--- src/rtl/ep_protocol_ctrl.sv ---
// USB bulk endpoint protocol controller: DATA0/DATA1 toggle tracking, payload
// commit/flush decisions, handshake/data scheduling and bus-direction ownership.
module ep_protocol_ctrl #(
  parameter int TIMEOUT_CYCLES = 128
) (
  input  logic       clk,
  input  logic       n_rst,
  input  logic       rx_packet_valid,
  input  logic [3:0] rx_pid,
  input  logic       rx_error,
  input  logic       rx_overflow,
  input  logic       tx_data_ready,
  input  logic       tx_done,
  input  logic       clear_toggle,
  output logic       tx_start,
  output logic [3:0] tx_pid,
  output logic       rx_commit,
  output logic       rx_flush,
  output logic       tx_commit,
  output logic       d_mode,
  output logic       rx_toggle,
  output logic       tx_toggle,
  output logic [7:0] err_count
);
  localparam int TW = (TIMEOUT_CYCLES > 1) ? $clog2(TIMEOUT_CYCLES) : 1;
  localparam logic [TW-1:0] TLAST = TW'(TIMEOUT_CYCLES - 1);

  localparam logic [3:0] PID_OUT = 4'b0001;
  localparam logic [3:0] PID_IN  = 4'b1001;
  localparam logic [3:0] PID_ACK = 4'b0010;
  localparam logic [3:0] PID_NAK = 4'b1010;

  typedef enum logic [2:0] {
    IDLE, WAIT_DATA, SEND_HS, SEND_DATA, WAIT_TX, WAIT_ACK
  } state_t;

  state_t        state, state_nxt;
  logic [TW-1:0] timer, timer_nxt;
  logic [3:0]    pid_nxt;
  logic          start_nxt, rcommit_nxt, flush_nxt, tcommit_nxt, dmode_nxt;
  logic          rtog_nxt, ttog_nxt, timeout;

  // An errored packet is never acted on, whatever state we are in.
  wire pkt      = rx_packet_valid & ~rx_error;
  wire pid_data = (rx_pid[2:0] == 3'b011);
  wire at_limit = (timer == TLAST);

  always_comb begin
    state_nxt   = state;
    timer_nxt   = '0;
    pid_nxt     = tx_pid;
    start_nxt   = 1'b0;
    rcommit_nxt = 1'b0;
    flush_nxt   = 1'b0;
    tcommit_nxt = 1'b0;
    rtog_nxt    = rx_toggle;
    ttog_nxt    = tx_toggle;
    timeout     = 1'b0;
    case (state)
      IDLE: begin
        if (pkt && rx_pid == PID_OUT) begin
          state_nxt = WAIT_DATA;
        end else if (pkt && rx_pid == PID_IN) begin
          start_nxt = 1'b1;
          if (tx_data_ready) begin
            state_nxt = SEND_DATA;
            pid_nxt   = {tx_toggle, 3'b011};
          end else begin
            state_nxt = SEND_HS;
            pid_nxt   = PID_NAK;
          end
        end
      end
      WAIT_DATA: begin
        timer_nxt = timer + TW'(1);
        if (rx_error) begin
          flush_nxt = 1'b1;
          state_nxt = IDLE;
        end else if (pkt && pid_data) begin
          state_nxt = SEND_HS;
          start_nxt = 1'b1;
          if (rx_overflow) begin
            flush_nxt = 1'b1;
            pid_nxt   = PID_NAK;
          end else if (rx_pid[3] == rx_toggle) begin
            rcommit_nxt = 1'b1;
            rtog_nxt    = ~rx_toggle;
            pid_nxt     = PID_ACK;
          end else begin
            // Host missed our last ACK: ack again but drop the duplicate.
            flush_nxt = 1'b1;
            pid_nxt   = PID_ACK;
          end
        end else if (pkt) begin
          flush_nxt = 1'b1;
          state_nxt = IDLE;
        end else if (at_limit) begin
          timeout   = 1'b1;
          flush_nxt = 1'b1;
          state_nxt = IDLE;
        end
      end
      SEND_HS, SEND_DATA: state_nxt = WAIT_TX;
      WAIT_TX: begin
        if (tx_done) state_nxt = (tx_pid[1:0] == 2'b11) ? WAIT_ACK : IDLE;
      end
      WAIT_ACK: begin
        timer_nxt = timer + TW'(1);
        if (rx_error) begin
          state_nxt = IDLE;
        end else if (pkt) begin
          state_nxt = IDLE;
          if (rx_pid == PID_ACK) begin
            tcommit_nxt = 1'b1;
            ttog_nxt    = ~tx_toggle;
          end
        end else if (at_limit) begin
          timeout   = 1'b1;
          state_nxt = IDLE;
        end
      end
      default: state_nxt = IDLE;
    endcase
    if (clear_toggle) begin
      rtog_nxt = 1'b0;
      ttog_nxt = 1'b0;
    end
    dmode_nxt = (state_nxt == SEND_HS) || (state_nxt == SEND_DATA) || (state_nxt == WAIT_TX);
  end

  always_ff @(posedge clk or negedge n_rst) begin
    if (!n_rst) begin
      state     <= IDLE;
      timer     <= '0;
      tx_start  <= 1'b0;
      tx_pid    <= 4'b0000;
      rx_commit <= 1'b0;
      rx_flush  <= 1'b0;
      tx_commit <= 1'b0;
      d_mode    <= 1'b0;
      rx_toggle <= 1'b0;
      tx_toggle <= 1'b0;
      err_count <= 8'd0;
    end else begin
      state     <= state_nxt;
      timer     <= timer_nxt;
      tx_start  <= start_nxt;
      tx_pid    <= pid_nxt;
      rx_commit <= rcommit_nxt;
      rx_flush  <= flush_nxt;
      tx_commit <= tcommit_nxt;
      d_mode    <= dmode_nxt;
      rx_toggle <= rtog_nxt;
      tx_toggle <= ttog_nxt;
      if ((rx_error || timeout) && err_count != 8'hFF) err_count <= err_count + 8'd1;
    end
  end
endmodule

--- config.mk ---
export PLATFORM = sky130hd
export DESIGN_NAME = ep_protocol_ctrl
export DESIGN_NICKNAME = d
export VERILOG_FILES = /design/src/rtl/ep_protocol_ctrl.sv
export SDC_FILE = /design/constraint.sdc
export NUM_CORES = 1
export LEC_CHECK = 0
export CAP_MARGIN = 30
export CORE_MARGIN = 2
export CORE_UTILIZATION = 25
export CTS_CLUSTER_DIAMETER = 100
export DETAILED_ROUTE_END_ITERATION = 10
export HOLD_SLACK_MARGIN = 0.15
export PLACE_DENSITY = 0.42
export SLEW_MARGIN = 20
export SYNTH_ARGS = -nofsm -noshare
export SYNTH_HDL_FRONTEND = slang
export SYNTH_SLANG_ARGS = --single-unit
--- constraint.sdc ---
create_clock -name clk -period 2.45 [get_ports clk]
set_clock_uncertainty 0.2 [all_clocks]
set_input_delay 0.49 -clock clk [delete_from_list [all_inputs] [get_ports clk]]
set_output_delay 0.49 -clock clk [all_outputs]
set_load 0.05 [all_outputs]
# [Word-level counts from Yosys, hierarchy flattened]
# Index checks and enable logic that the tools add are counted.
[totals] word_cells=115 ff_bits=29 output_inout_bits=19
[classes] eq_ne=22 n_mux=56 addsub=2 n_reduce_logical=20 bitwise_logic=4
[ops] cell="1-bit two-way mux" n=36
[ops] cell="3-bit two-way mux" n=9
[ops] cell="4-bit two-way mux" n=6
[ops] cell="3-bit by 2-bit equality test with 1-bit output, second input constant" n=5
[ops] cell="3-bit case mux with 5 select lines" n=1
[ops] cell="2-bit nonzero test" n=7
[ops] cell="5-bit AND reduction" n=2
[ops] cell="3-bit equality test, second input constant" n=3
[ops] cell="8-bit by 1-bit adder with 8-bit output, second input constant" n=1
[ops] cell="2-bit != test, second input constant" n=4
[ops] cell="8-bit != test, second input constant" n=1
[ops] cell="4-bit case mux with 2 select lines" n=1
[ops] cell="7-bit by 1-bit adder with 7-bit output, second input constant" n=1
[ops] cell="7-bit equality test, second input constant" n=1
[ops] cell="7-bit two-way mux" n=1
[ops] cell="4-bit by 1-bit equality test with 1-bit output, second input constant" n=1
[ops] cell="4-bit by 2-bit equality test with 1-bit output, second input constant" n=1
[ops] cell="4-bit equality test, second input constant" n=1
[ops] cell="1-bit logical AND" n=4
[ops] cell="2-bit by 1-bit != test with 1-bit output, second input constant" n=2
[ops] cell="1-bit case mux with 2 select lines" n=2
[ops] cell="4-bit AND reduction" n=1
[ops] cell="2-bit OR reduction" n=2
[ops] cell="3-bit by 1-bit equality test with 1-bit output, second input constant" n=1
[ops] cell="other kinds (6)" n=10

# [Longest topological paths before layout]
[logic_depth] ltp_word=9 ltp_mapped=5 mapped_depth_nobuf=5

# [Worst setup path before layout]
# Ideal clock, no wire load.
[synth_timing] path_type="reg2reg" start="reg err_count[0]" end="reg err_count[1]" setup_time_ps=128 arrival_ps=1698 setup_slack_ps=425 required_ps=2122 period_less_slack_ps=2025 path_buffers=1 path_stages_with_launch=6 cell_sequence="dfrtp_1 -> ha_1 -> and4_1 -> buf_2 -> nor2_2 -> mux2_1"
[synth_between] elab_chain_len=2 word_cells_on_any_way=3
[synth_rtl] item="from (decl)" line="23" source="output logic [7:0] err_count"
[synth_rtl] item="from (signal assigned)" line="155" source="if ((rx_error || timeout) && err_count != 8'hFF) err_count <= err_count + 8'd1;"
[synth_rtl] item="branches (longest 2 deep; another with 8-bit by 1-bit adder with 8-bit output)"
# Parallel ways; which one is timed is not known.
# A chain may end at the register's enable or synchronous reset.

# [Worst setup path after layout]
[layout_timing] start="reg err_count[2]" end="out err_count[2]"
# No word-level cell between the ends.

==> flow_summary.toml <==
[power_and_ir_drop]
fin_total_pwr_w = 0.00174
max-vdd-ir-drop_v = 0.000664
power-per-cell-area_nw_per_um2 = 961
leakagePower_nw = 0.755

[global_route]
grt_util_all_layers_pct = 10.2
first_pass_grt_wire_length_um = 4880
grt_pass1_vias = 969
global_route.overflow_total = 0
antenna_found_initial = 0
maximum_number_of_pins_on_one_net_before_global_route_repair = 29

[final_layout]
post_synthesis_to_final_layout_area_growth_pct = 32.3
insertedDiodeCount = 0
final_cell_mix = "clkdlybuf4s50_1, dfrtp_1, nor2_1"
final_core_util_pct = 34.9
post_route_cells_drive_above_1_share_pct = 10.6
number_of_nets_in_the_layout = 176
mostFrequentLayoutCell = "clkdlybuf4s50_1"
finalInstanceArea_sq_um = 1810

[synthesis]
syn_area_per_cell_sq_um = 10.7
postSynthNetCount = 142
synth.ff_latch_count = 28
yosys_warnings = 0
post_synth_instance_area_sq_um = 1370
async_reset_ff_share_pct = 100
yosysUniqueCellTypes = 42
synth_edf_count = 0
ys_dominant_reg_cell = "dfrtp_1"
synth.yosys.seq_area_share_pct = 51.1
post_synth_inst_count = 128

[critical_path]
crit_path_start_kind = "flop"
worst_ep_required_time_ns = 1.76
cpPeakStageDelay_ns = 0.85
timing.critical_path.buf_inv = 1
critical_path.slowest_cell = "clkdlybuf4s50_1"
path_max_fanout = 6
endpoint_kind = "output port"
cp_data_arrival_time_ns = 1.60
critical_path_class = "flop to output port"
critical_path_cell_by_cell = "clkdlybuf4s50_1"
timing.critical_path.max_delay_family = "buffers and inverters"

[route]
drt-total-wl_um = 2990
num_vias = 1019
route.detailed.drc = 0
pre_antenna_drt_iters = 4
antenna_left = 0
detail_route.iter0.violations = 26
drt-wirelength-per-cell_um = 12.9
drt-vias-per-instance = 4.41

[placement]
global_placement_routability_congestion = 0.809
placed_cell_area_sq_um = 1760
io_buffer_count = 29
place.detailed.hpwl_um = 2180

[hold_path]
timing.hold.worst.class = "flop to flop"

[sta]
max_freq_mhz = 437
finalSetupViolCount = 0
slew_headroom_pct = 65.8
fin_crit_sh_pct = 93.5
final.min_clock_period_ns = 2.29
timing_hold_violations_final = 0
rsz0062_at_grt = "false"
report.final.slew_viol_count = 0
tightest_slew_ns = 0.512
finalSetupTns_ns = 0

[cts]
cts_tree = "yes"
cts.hold.buffers_added = 0
cts.path.max_buffers = 2
cts_resized = 0
clock_latency_ns = 0.28
post-cts-setup-buffer-count = 0
h_tree_level_count = 1
tritoncts.num_buffers = 3
clockRootBuffer = "clkbuf_8"
clock-sinks = 28
clk_pin_slew_worst_paths_ns = 0.10

[floorplan]
row_count = 26
ioPinCount = 31
fp.dieW_um = 78.1
fp.dieH_um = 78.1
core-area_sq_um = 5200
fp.dieArea_sq_um = 6090
start_util_pct = 26.3

[run_status]
outcome = "finished, final reports clean"

[run]
timing.max_cap.violations = 0
## synthesized netlist by cell type, types with 2 or more instances
master | count | area share, %
dfrtp_1 | 28 | 51
a21oi_1 | 3 | 1.1
nor3_1 | 6 | 2.2
nor2_1 | 11 | 3.0
nand2_1 | 10 | 2.7
xor2_1 | 10 | 6.4
xnor2_1 | 4 | 2.6
nor2b_1 | 2 | 0.91
or3_1 | 3 | 1.4
nand3_1 | 7 | 2.6
nand4_1 | 2 | 0.91
nand2b_1 | 2 | 0.91
and4_1 | 2 | 1.3
inv_1 | 6 | 1.6
clkbuf_1 | 2 | 0.55
nor3b_1 | 3 | 1.6
ha_1 | 2 | 1.8
## worst register-to-register path: cells and delay by family (launching register included)
kind	cells	cell delay (ns)
multiplexers	1	0.33
flip-flops	1	0.38
AO/OA/AOI/OAI	1	0.53
adder cells (fa/ha/maj)	1	0.19
AND/OR/NAND/NOR	2	0.35
## area by class of cell
| cell class | count | area, sq um |
|---|---|---|
| repair buffers | 33 | 320 |
| well taps | 70 | 87.6 |
| fillers | 547 | 3390 |
| clock buffers | 4 | 55.1 |
| flip-flops and latches | 28 | 701 |
| inverters | 6 | 22.5 |
| multi-input cells | 90 | 628 |
## cells by family (layout without fill, tap and decap cells)
logic type,after synthesis,in the layout,synth area share (%)
AND/OR/NAND/NOR,59,59,26.0
flip-flops,28,28,51.1
XOR/XNOR,14,14,8.94
AO/OA/AOI/OAI,12,12,7.12
buffers and inverters,10,43,3.10
adder cells (fa/ha/maj),2,2,1.82
multiplexers,2,2,1.64
other,1,1,0.273
## sequential cells by signal, summed over array words and instances, names as in the netlist, 3 cells and up
register / count
err_count: 8
timer: 7
state: 3
tx_pid: 3
## final timing paths
kind,startpoint,endpoint,slack (ns),cells after the start
max,err_count[2]$_DFFE_PN0P_,err_count[2],0.16,1
min,timer[0]$_DFF_PN0_,timer[0]$_DFF_PN0_,0.26,1
max reg2reg,timer[0]$_DFF_PN0_,err_count[1]$_DFFE_PN0P_,0.36,5
min reg2reg,timer[0]$_DFF_PN0_,timer[0]$_DFF_PN0_,0.26,1
max in group asynchronous,n_rst,state[2]$_DFF_PN0_,1.39,2
min in group asynchronous,n_rst,rx_commit$_DFF_PN0_,0.38,2
## metal layers
metal | track usage (%) | vias up | wire length (um)
met2 | 15.3 | 22 | 1360
met4 | 3.68 | 0 | 14
met1 | 13.9 | 483 | 1430
met5 | 0 | - | 0
met3 | 2.87 | 2 | 176
li1 | - | 512 | -
## stage by stage
step | setup WS, ns | cells | hold slack (ns)
floorplan | 0.425 | 128 | -0.00559
global placement | 0.112 | 227 | 0.246
detailed placement | 0.0869 | 227 | 0.253
CTS | 0.146 | 231 | 0.268
global route | 0.0859 | 231 | 0.301
finish | 0.160 | 231 | 0.263
## power by group
part           total [W]  leakage, nW  internal [W]  switching [W]
Clock           0.000293       0.0288      0.000144       0.000149
Combinational   0.000758        0.364      0.000273       0.000485
Sequential      0.000692        0.362      0.000563       0.000129
No activity file was read; power rests on OpenSTA's default activity.
